$ cat config.mk
export PLATFORM = sky130hd
export DESIGN_NAME = divide
export DESIGN_NICKNAME = d
export VERILOG_FILES = /design/src/rtl/divide.sv
export SDC_FILE = /design/constraint.sdc
export NUM_CORES = 1
export LEC_CHECK = 0
export ABC_AREA = 0
export BUFFER_PORTS_ARGS = -buffer_cell sky130_fd_sc_hd__buf_4
export CORE_UTILIZATION = 35
export CTS_BUF_LIST = sky130_fd_sc_hd__clkbuf_16
export CTS_CLUSTER_SIZE = 40
export DETAILED_ROUTE_END_ITERATION = 6
export PLACE_DENSITY = 0.54
export SLEW_MARGIN = 20
export SYNTH_ARGS = -nofsm -noshare
export SYNTH_HDL_FRONTEND = slang
export SYNTH_SLANG_ARGS = --single-unit
$ cat constraint.sdc
create_clock -name clk -period 2.88 [get_ports clk]
set_clock_uncertainty 0.05 [all_clocks]
set_input_delay 0.288 -clock clk [delete_from_list [all_inputs] [get_ports clk]]
set_output_delay 0.288 -clock clk [all_outputs]
set_load 0.01 [all_outputs]
$ cat src/rtl/divide.sv
// Sequential sign-magnitude fixed-point divider, radix-2 restoring, one quotient bit per clock.
// Define ROUND_EN to compute a guard bit and round the quotient magnitude half up.
module divide #(
  parameter int WIDTH = 31
) (
  input  logic             clk,
  input  logic             rst_n,
  input  logic             start,
  input  logic [WIDTH:0]   inputA,
  input  logic [WIDTH:0]   inputB,
  output logic             busy,
  output logic             done,
  output logic [WIDTH:0]   result,
  output logic             overflow,
  output logic             div_by_zero
);

  localparam int FRAC = WIDTH / 2 + 1;
`ifdef ROUND_EN
  localparam int RND = 1;
`else
  localparam int RND = 0;
`endif
  localparam int NB = WIDTH + FRAC + RND;
  localparam int CW = $clog2(NB);

  typedef enum logic [1:0] {S_IDLE, S_CALC, S_DONE} state_t;

  state_t             state_q, state_d;
  logic [CW-1:0]      cnt_q, cnt_d;
  logic [NB-1:0]      n_q, n_d;
  logic [NB-1:0]      q_q, q_d;
  logic [WIDTH-1:0]   rem_q, rem_d;
  logic [WIDTH-1:0]   b_q, b_d;
  logic               sign_q, sign_d;
  logic               bz_q, bz_d;
  logic               done_q, done_d;
  logic [WIDTH:0]     result_q, result_d;
  logic               ovf_q, ovf_d;
  logic               div0_q, div0_d;

  logic [WIDTH:0]         r_shift;
  logic [WIDTH-1:0]       diff;
  logic                   ge;
  logic [WIDTH+FRAC-1:0]  qt;
  logic                   guard;
  logic [WIDTH:0]         mag_r;
  logic                   sat;
  logic [WIDTH-1:0]       res_mag;

  // The remainder stays below |B| < 2^WIDTH, so a WIDTH-bit difference is exact when ge.
  assign r_shift = {rem_q, n_q[NB-1]};
  assign ge      = r_shift >= {1'b0, b_q};
  assign diff    = r_shift[WIDTH-1:0] - b_q;

  assign qt = q_q[NB-1 -: WIDTH+FRAC];
`ifdef ROUND_EN
  assign guard = q_q[0];
`else
  assign guard = 1'b0;
`endif
  assign mag_r   = {1'b0, qt[WIDTH-1:0]} + {{WIDTH{1'b0}}, guard};
  assign sat     = bz_q | (|qt[WIDTH+FRAC-1:WIDTH]) | mag_r[WIDTH];
  assign res_mag = sat ? {WIDTH{1'b1}} : mag_r[WIDTH-1:0];

  always_comb begin
    state_d  = state_q;
    cnt_d    = cnt_q;
    n_d      = n_q;
    q_d      = q_q;
    rem_d    = rem_q;
    b_d      = b_q;
    sign_d   = sign_q;
    bz_d     = bz_q;
    done_d   = 1'b0;
    result_d = result_q;
    ovf_d    = ovf_q;
    div0_d   = div0_q;
    case (state_q)
      S_IDLE: begin
        // done_q marks the pulse cycle, during which the block still counts as busy
        if (start && !done_q) begin
          b_d    = inputB[WIDTH-1:0];
          sign_d = inputA[WIDTH] ^ inputB[WIDTH];
          bz_d   = (inputB[WIDTH-1:0] == '0);
          n_d    = {inputA[WIDTH-1:0], {(NB-WIDTH){1'b0}}};
          q_d    = '0;
          rem_d  = '0;
          ovf_d  = 1'b0;
          div0_d = 1'b0;
          // A zero divisor takes one dummy pass through CALC so done lands two edges after start
          cnt_d   = (inputB[WIDTH-1:0] == '0) ? '0 : CW'(NB - 1);
          state_d = S_CALC;
        end
      end
      S_CALC: begin
        rem_d = ge ? diff : r_shift[WIDTH-1:0];
        q_d   = {q_q[NB-2:0], ge};
        n_d   = {n_q[NB-2:0], 1'b0};
        cnt_d = cnt_q - 1'b1;
        if (cnt_q == '0) state_d = S_DONE;
      end
      S_DONE: begin
        done_d   = 1'b1;
        result_d = {sign_q, res_mag};
        ovf_d    = sat;
        div0_d   = bz_q;
        state_d  = S_IDLE;
      end
      default: state_d = S_IDLE;
    endcase
  end

  always_ff @(posedge clk) begin
    if (!rst_n) begin
      state_q  <= S_IDLE;
      cnt_q    <= '0;
      n_q      <= '0;
      q_q      <= '0;
      rem_q    <= '0;
      b_q      <= '0;
      sign_q   <= 1'b0;
      bz_q     <= 1'b0;
      done_q   <= 1'b0;
      result_q <= '0;
      ovf_q    <= 1'b0;
      div0_q   <= 1'b0;
    end else begin
      state_q  <= state_d;
      cnt_q    <= cnt_d;
      n_q      <= n_d;
      q_q      <= q_d;
      rem_q    <= rem_d;
      b_q      <= b_d;
      sign_q   <= sign_d;
      bz_q     <= bz_d;
      done_q   <= done_d;
      result_q <= result_d;
      ovf_q    <= ovf_d;
      div0_q   <= div0_d;
    end
  end

  assign busy        = (state_q != S_IDLE) | done_q;
  assign done        = done_q;
  assign result      = result_q;
  assign overflow    = ovf_q;
  assign div_by_zero = div0_q;

endmodule

==> run summary, run 1 <==
Hold path cells -> 3
Vias in the first global route -> 7172
Startpoint types -> flip-flop
Top delay family on crit path -> compound AO/OA/AOI/OAI gates
Detailed Routing Iterations Pass 1 -> 5
IO buf count -> 102
Switching share of total power -> 0.408
Reg-to-reg startpoint -> n_q[46]
Clock Power Share -> 0.172
CTS tree -> done
Share of cells above drive strength 1 -> 0.204
Minimum clock period -> 2900 ps
Pin count of the biggest net entering global routing -> 96
First-pass GRT wire length -> 36300 um
Hold Crit Class -> in2reg
Post-synthesis sequential area ratio -> 0.431
Outcome -> finished, violations left
Layout Nets -> 1218
RSZ-0062 raised after global routing -> true
Crit-path max cell delay -> 530 ps
Synth Net Count -> 1115
Leading post-synthesis cells by cell area -> dfxtp_1, nand2_1, a21oi_1
NetSw -> 5.47 mW
CP required -> 3150 ps
Die area -> 0.0252 mm2
Final total power -> 13.4 mW
Root buf cell -> clkbuf_16
DRT iter0 DRCs -> 398
Post-synth cell types -> 64
Number of buffers created by CTS -> 17
CP cell instances -> inv_2, ha_4, inv_2, fa_2, a211oi_4, nor2_2, o21ai_2, a211oi_2, o21ai_1, a2111oi_2, a2111o_1, buf_6, mux2i_1, a22o_1
Tcrit/Tclk final -> 1.01
Synth Instances -> 1014
Worst EP arrival -> 3180 ps
Fmax achieved -> 344 MHz
Largest area contributor in the netlist -> dfxtp_1
Max_cap viols -> 0
Static Leak -> 4.24 nW
Critical Path End Type -> flip-flop
Number of synthesized flops with an enable pin -> 0
Synth Flop Type -> dfxtp_1
Final Util -> 0.446
Crit path max fanout -> 5
H-tree depth -> 4
Count leader, synth -> nand2_1
Total Routed Length -> 21700 um
Area grow syn2layout -> 23.3%
Via Count -> 7318
Initial Utilization -> 0.362
Final WS setup -> -22.8 ps
Worst-margin pin slew -> 1070 ps
Final HPWL DP -> 14900 um
Insertion delay to the later sink of the worst-skew pair -> 430 ps
Clk buf depth -> 2
Cell mode on critical path -> inv_2
Seq pwr share -> 0.227
Synth Area per Inst -> 8.48 um2
Int Power -> 7.94 mW
Worst slew margin -> 0.287
Worst Path Buf+Inv -> 3
Critical Path Slowest Stage Cell -> a2111o_1
Antenna Cells -> 0
Min-delay src -> inputB[7]
Syn. warnings -> 0
Crit path launch -> n_q[46]
Synth async-reset ratio -> 0
Yosys reg bits -> 185
Die X -> 159 um
IO Count -> 103
Synth cell count leaders -> nand2_1, dfxtp_1, a21oi_1, clkbuf_1, a22o_1
Final hold violation count -> 0
Combinational share of power -> 0.601
DR DRC count -> 0
Failing checks -> setup timing
Critical path class -> reg2reg
Core Rows -> 56
Top-area cell type share of the netlist area -> 0.431
Grt total ovfl -> 0
Total track usage -> 0.175
GPL Wtd Cong -> 0.897
Final ANT Viol Nets -> 0
Clock transition at the registers of the reported paths -> 80 ps
Initial antenna violation count -> 0
Worst ir drop on vdd -> 0.000711 V
PD cells -> 1270 mW/mm2
Final slew viol count -> 0
Levels on crit path -> 14
Worst-case reg-to-reg path depth -> 14
Final setup vio count -> 3
Vias per cell -> 5.05
DR WL/cell -> 15.0 um
Mapped Area -> 0.00860 mm2
Die height -> 159 um
CTS sink cnt -> 185
Core ar. -> 0.0238 mm2
-- sequential cells by signal, summed over array words and instances (netlist names), 2 cells and up --
name / cells
b_q: 31
state_q: 2
q_q: 47
result: 32
n_q: 31
rem_q: 31
cnt_q: 6
-- area by class of cell --
cell class                 instances  area (um2)
fill                            2387       13200
clock buffer                      17         425
sequential                       185        3710
tap                              319         399
multi-input combinational        716        4560
clock inverter                    15         156
inverter                          44         165
timing repair buffer             153        1190
-- path summary, 6_finish.rpt --
check,to,slack (ps)
worst max-delay path,rem_q[0],-20
worst max register to register,rem_q[0],-20
worst min register to register,n_q[43],400
worst min-delay path,b_q[7],60
-- cells by family after synthesis --
group	Yosys count	share of synthesized area
compound gates	318	0.248
xor+xnor	29	0.0295
fa+ha+maj	34	0.0503
buf+inv	113	0.0578
flops	185	0.431
mux	27	0.0314
simple gates	308	0.152
-- timing repair --
item,CTS,global route
buffers inserted,3,1
pin swaps,3,13
cloned,1,0
hold buffers,0,0
resized for setup,11,24
endpoints found under the setup margin,31,32
hold endpoints to repair,0,0
-- per-stage QoR --
stage          setup TNS (ps)  cells  hold slack, ps  cell area [um2]  setup slack [ps]
2_1_floorplan               0   1014             374             8600               107
3_3_place_gp            -60.0   1413             391             9840             -43.0
3_5_place_dp            -1610   1413             396             9840              -125
4_1_cts                  -110   1449            35.0            10500             -21.8
5_1_grt                 -3860   1449            49.1            10600              -156
6_report                -30.6   1449            56.1            10600             -22.8
-- power groups by stage --
| stage | Clock, mW | Combinational (mW) | Sequential [mW] |
|---|---|---|---|
| after floorplan | 0 | 5.80 | 3.05 |
| after global placement | 0 | 7.32 | 3.11 |
| after detailed placement | 0 | 7.33 | 3.10 |
| after CTS | 2.37 | 7.80 | 3.05 |
| after global routing | 2.46 | 8.88 | 3.09 |
| final | 2.30 | 8.06 | 3.05 |
-- layer usage --
layer | global-route usage | vias to the layer above | wire length (um)
li1 | - | 3771 | -
met1 | 0.235 | 3429 | 10900
met3 | 0.0421 | 11 | 816
met5 | 0 | - | 0
met4 | 0.0463 | 0 | 203
met2 | 0.278 | 107 | 9780
-- worst min-delay path, cell delays in order --
cell and delay, ps:
buf_4 110, nand2_1 50, a21oi_1 50
-- layout by cell type, fill, tap and decap left out, types with 4 or more instances in the layout --
cell,netlist,layout
nor2_1,32,29
a21oi_1,87,87
nor4_1,12,12
nand4_1,8,8
inv_1,43,41
a21boi_0,12,11
xnor2_1,16,16
nand2b_1,7,7
a21o_1,15,15
o21bai_1,6,6
xor2_1,13,13
o21ai_0,15,15
nor3_1,7,6
dfxtp_1,185,183
a22oi_1,31,31
a22o_1,47,47
clkbuf_16,0,17
o21ai_2,0,5
nand2_1,217,217
mux2i_1,27,25
ha_1,33,31
nand3_1,7,7
buf_4,0,148
a31oi_1,38,37
o21ai_1,34,29
inv_6,0,4
(Power assumes the default switching activity.)
==> run 2, diff against run 1 <==
--- a/config.mk
+++ b/config.mk
@@ -11,7 +11,7 @@
 export CTS_BUF_LIST = sky130_fd_sc_hd__clkbuf_16
 export CTS_CLUSTER_SIZE = 40
 export DETAILED_ROUTE_END_ITERATION = 6
-export PLACE_DENSITY = 0.54
+export PLACE_DENSITY = 0.65
 export SLEW_MARGIN = 20
 export SYNTH_ARGS = -nofsm -noshare
 export SYNTH_HDL_FRONTEND = slang
==> run 2 against run 1 <==
Net effect: the run still ends with setup timing left; hold slack gained 2.8 ps; cell count decreased by 0.28%; maximum frequency decreased by 2.3%; sequential cell count did not move; sequential share of layout area rose by 0.30 points; critical endpoint is now rem_q[25]; largest cell class unchanged; highest routed layer unchanged.
==> run summary, run 2 (synthesized netlist as in run 1, its figures left out) <==
CP required -> 3100 ps
Fmax achieved -> 337 MHz
Tcrit/Tclk final -> 1.03
PD cells -> 1270 mW/mm2
Hold Crit Class -> in2reg
CTS sink cnt -> 185
Final slew viol count -> 0
Critical Path End Type -> flip-flop
Global routing's busiest layer -> met2
Static Leak -> 4.21 nW
Startpoint types -> flip-flop
Hold slack final -> 58.9 ps
GPL Wtd Cong -> 0.876
CTS Hold Bufs -> 0
Number of buffers created by CTS -> 17
Clock transition at the registers of the reported paths -> 70 ps
Grt total ovfl -> 0
Die X -> 159 um
Final HPWL DP -> 14300 um
Outcome -> finished, violations left
Final WS setup -> -90.0 ps
Worst-margin pin slew -> 1090 ps
Most common cell after layout, fill and taps aside -> nand2_1
Die area -> 0.0252 mm2
Pin count of the biggest net entering global routing -> 97
DR WL/cell -> 14.7 um
Antenna Cells -> 0
Most frequent cells in the layout -> nand2_1, dfxtp_1, buf_4, a21oi_1, a22o_1
Final setup vio count -> 17
Detailed Routing Iterations Pass 1 -> 4
R2R Setup Slk -> -90 ps
Reg-to-reg startpoint -> n_q[46]
Critical path class -> reg2reg
Final total power -> 13.3 mW
GR met1 Demand/Resource -> 0.212
Die height -> 159 um
Worst slew margin -> 0.275
Initial antenna violation count -> 0
Total Routed Length -> 21200 um
IO Count -> 103
Failing checks -> setup timing
Share of cells above drive strength 1 -> 0.194
Initial Utilization -> 0.362
Core Rows -> 56
First-pass GRT wire length -> 35300 um
Root buf cell -> clkbuf_16
Met2 usage -> 0.285
CTS tree -> done
H-tree depth -> 4
Crit path max fanout -> 6
Number of flip-flops in the largest register -> 47
Layout Nets -> 1214
RSZ-0062 raised after global routing -> true
Area grow syn2layout -> 22.2%
Routing usage on met3 -> 0.0444
Max_cap viols -> 0
Clk buf depth -> 2
DR DRC count -> 0
IO buf count -> 102
Vias per cell -> 5.18
Total track usage -> 0.170
Final hold violation count -> 0
Insertion delay to the later sink of the worst-skew pair -> 430 ps
Min-delay src -> inputB[12]
Crit path launch -> n_q[46]
DRT iter0 DRCs -> 451
Worst ir drop on vdd -> 0.000861 V
Final ANT Viol Nets -> 0
Core ar. -> 0.0238 mm2
Vias in the first global route -> 7211
Worst EP arrival -> 3190 ps
Largest register by flop count -> q_q
Via Count -> 7478
Minimum clock period -> 2970 ps
## run 2: cell types whose count changed in the layout (fill, tap and decap cells not counted), moves of 2 or more
cell,before,now
buf_4,148,144
buf_8,2,0
inv_1,41,43
o21ai_1,29,31
clkinv_4,3,1
clkinv_8,3,1
clkinvlp_4,1,3
## run 2: report_power, final
group	internal, mW	total [mW]	leakage [nW]	switching, mW
Clock	1.12	2.19	0.267	1.07
Sequential	2.84	3.06	1.50	0.223
Combinational	4.04	8.06	2.44	4.02
Total	8.00	13.3	4.21	5.31
## run 2: critical path: stages, from the launching register on
cell       delay, ps
dfxtp_2          330
inv_2             80
ha_4             140
inv_2             30
fa_2             350
a211oi_2         250
nor2_1           100
o21ai_1          200
a211oi_2          90
o21ai_1          160
a2111oi_2         90
a2111o_1         430
buf_6            180
buf_16           130
mux2i_1          140
o21ai_1           70
## run 2: per-layer routing
metal | up-vias | part of all wire
li1 | 3766 | -
met1 | 3545 | 0.46
met2 | 147 | 0.47
met3 | 20 | 0.048
met4 | 0 | 0.014
met5 | - | 0
## run 2: cell type report
| class | instances | area (um2) |
|---|---|---|
| multi-input cells | 716 | 4510 |
| fillers | 2342 | 13200 |
| well taps | 319 | 399 |
| inverters | 44 | 165 |
| flip-flops and latches | 185 | 3700 |
| repair buffers | 149 | 1180 |
| clock inverters | 15 | 121 |
| clock buffers | 17 | 425 |
## run 2: per-stage QoR
stage | util | instances | area [um2] | setup TNS (ps) | setup WS, ps
floorplan | - | 1014 | 8600 | 0 | 107
global placement | 0.412 | 1407 | 9780 | -31.5 | -25.6
detailed placement | 0.412 | 1407 | 9790 | -2350 | -124
CTS | 0.440 | 1443 | 10400 | -117 | -41.4
global route | 0.442 | 1445 | 10500 | -5190 | -250
finish | 0.442 | 1445 | 10500 | -604 | -90.0
## run 2: what timing repair did
item,CTS,global route
pin swaps,4,1
resized for setup,16,12
setup buffers,3,2
cloned,1,0
setup endpoints to repair,32,32
## run 2: path summary, 6_finish.rpt
| path | end | cells after the start |
|---|---|---|
| worst max-delay path | rem_q[25] | 15 |
| worst min-delay path | b_q[12] | 3 |
| worst max register to register | rem_q[25] | 15 |
| worst min register to register | n_q[40] | 2 |
==> run 3, diff against run 2 <==
--- a/config.mk
+++ b/config.mk
@@ -7,11 +7,13 @@
 export LEC_CHECK = 0
 export ABC_AREA = 0
 export BUFFER_PORTS_ARGS = -buffer_cell sky130_fd_sc_hd__buf_4
+export CELL_PAD_IN_SITES_DETAIL_PLACEMENT = 0
+export CELL_PAD_IN_SITES_GLOBAL_PLACEMENT = 1
 export CORE_UTILIZATION = 35
 export CTS_BUF_LIST = sky130_fd_sc_hd__clkbuf_16
 export CTS_CLUSTER_SIZE = 40
 export DETAILED_ROUTE_END_ITERATION = 6
-export PLACE_DENSITY = 0.65
+export PLACE_DENSITY = 0.72
 export SLEW_MARGIN = 20
 export SYNTH_ARGS = -nofsm -noshare
 export SYNTH_HDL_FRONTEND = slang
==> run 3 against run 2 <==
Net effect: the flow now finishes without violations; hold slack improved by 3.9 ps; non-clock buffer count did not move; power rose by 0.86%; core utilization is 0.68 points higher; final area is 1.5% higher; maximum frequency grew 3.8%; wire length grew 0.37%; sequential cell count unchanged; largest cell class unchanged; register-to-register slack better by 110 ps; clock power is essentially flat; count of clock-buffer cells in the layout did not move.
==> run summary, run 3 (synthesized netlist as in run 1, its figures left out) <==
Outcome -> complete, no violations
Clock transition at the registers of the reported paths -> 80 ps
GPL Wtd Cong -> 0.882
Final ANT Viol Nets -> 0
Max_cap viols -> 0
Pin count of the biggest net entering global routing -> 96
DR WL/cell -> 14.8 um
PD cells -> 1260 mW/mm2
Multi-input logic area -> 0.00466 mm2
Core Rows -> 56
Number of flip-flops in the largest register -> 47
Insertion delay to the later sink of the worst-skew pair -> 430 ps
FILL cells -> 2355
Crit-path max cell delay -> 410 ps
Critical Path End Type -> flip-flop
Die height -> 159 um
Cell area after layout -> 0.0107 mm2
Largest register by flop count -> q_q
Core ar. -> 0.0238 mm2
Final WS setup -> 18.1 ps
Worst-case reg-to-reg path depth -> 15
Total Routed Length -> 21300 um
Top delay family on crit path -> compound AO/OA/AOI/OAI gates
Final hold violation count -> 0
Worst slack, placed -> -169 ps
Initial Utilization -> 0.362
Static Leak -> 4.21 nW
IO Count -> 103
Worst Path Buf+Inv -> 4
Worst EP arrival -> 3120 ps
Clk buf depth -> 2
CTS Hold Bufs -> 0
First-pass GRT wire length -> 35600 um
Antenna Cells -> 0
Root buf cell -> clkbuf_16
CTS tree -> done
CP required -> 3140 ps
Crit path max fanout -> 8
Initial antenna violation count -> 0
Final setup vio count -> 0
Worst slew margin -> 0.296
Startpoint types -> flip-flop
Fmax achieved -> 349 MHz
Levels on crit path -> 15
Hold path cells -> 3
DR DRC count -> 0
Share of cells above drive strength 1 -> 0.210
Final HPWL DP -> 14600 um
Placed standard-cell area -> 0.00979 mm2
Most common cell after layout, fill and taps aside -> nand2_1
RSZ-0062 raised after global routing -> true
DRT iter0 DRCs -> 443
Die X -> 159 um
Worst ir drop on vdd -> 0.000908 V
Die area -> 0.0252 mm2
CP cell instances -> inv_2, ha_4, inv_2, fa_2, a211oi_2, nor2_2, o21ai_2, a211oi_2, o21ai_1, a2111oi_2, a2111o_1, buf_6, clkbuf_16, mux2i_1, o21ai_1
CTS sink cnt -> 185
Register area -> 0.00371 mm2
Via Count -> 7348
Number of buffers created by CTS -> 17
Area grow syn2layout -> 24.1%
Detailed Routing Iterations Pass 1 -> 5
Total track usage -> 0.170
IO buf count -> 102
Critical Path Slowest Stage Cell -> a2111o_1
Vias in the first global route -> 7065
Layout Nets -> 1214
Worst-margin pin slew -> 1060 ps
Tcrit/Tclk final -> 0.994
Final slew viol count -> 0
Vias per cell -> 5.09
Grt total ovfl -> 0
H-tree depth -> 4
Critical path class -> reg2reg
Most frequent cells in the layout -> nand2_1, dfxtp_1, buf_4, a21oi_1, a22o_1
Minimum clock period -> 2860 ps
Hold Crit Class -> in2reg
-- run 3: cell count changes in the layout (fill, tap and decap cells not counted), moves of 2 or more --
cell,previous run,this run
ha_1,31,20
dfxtp_2,1,4
dfxtp_1,184,181
inv_1,43,41
ha_4,2,10
o21ai_1,31,33
ha_2,0,3
-- run 3: worst reg2reg max path: cells and delay by family, from the launching register on --
family	cells	cell delay, ps
compound gates	7	1220
mux	1	160
simple gates	1	80
buf+inv	4	430
fa+ha+maj	2	480
flops	1	320
-- run 3: layer usage --
metal  GRT usage  vias up  part of all wire
met2       0.275      114              0.46
met3      0.0410       12             0.037
met5           0        -                 0
met4      0.0393        0            0.0091
li1            -     3772                 -
met1       0.227     3450              0.49
-- run 3: repair_timing --
action                                  CTS  global route
gates resized for setup                   6            47
setup buffers                             0             4
gates cloned                              0             1
endpoints found under the setup margin   31            32
pin swaps                                 2             6
-- run 3: per-stage QoR --
stage | power [mW] | hold slack, ps | TNS (ps) | util | cells
after global routing | 14.4 | 59.9 | -884 | 0.449 | 1445
final | 13.4 | 62.8 | 0 | 0.449 | 1445
after CTS | 12.6 | 46.7 | 0 | 0.437 | 1440
after detailed placement | 10.2 | 397 | -2270 | 0.412 | 1408
after floorplan | 8.85 | 374 | 0 | - | 1014
after global placement | 10.2 | 391 | -119 | 0.412 | 1408
-- run 3: layout make-up --
type | instances | area share
multi-input combinational | 716 | 0.437
sequential | 185 | 0.348
timing repair buffer | 149 | 0.110
clock buffer | 17 | 0.0399
tap | 319 | 0.0374
inverter | 44 | 0.0156
clock inverter | 15 | 0.0125
-- run 3: worst paths after layout --
kind | from | end | slack [ps]
max | n_q[46] | rem_q[28] | 20
max reg2reg | n_q[46] | rem_q[28] | 20
min reg2reg | b_q[3] | b_q[3] | 400
min | inputB[7] | b_q[7] | 60
-- run 3: power by group --
part           internal, mW  leakage, nW  total, mW  switching, mW
sequential             2.84         1.50       3.07          0.235
clock                  1.14        0.267       2.22           1.08
combinational          4.08         2.44       8.13           4.05
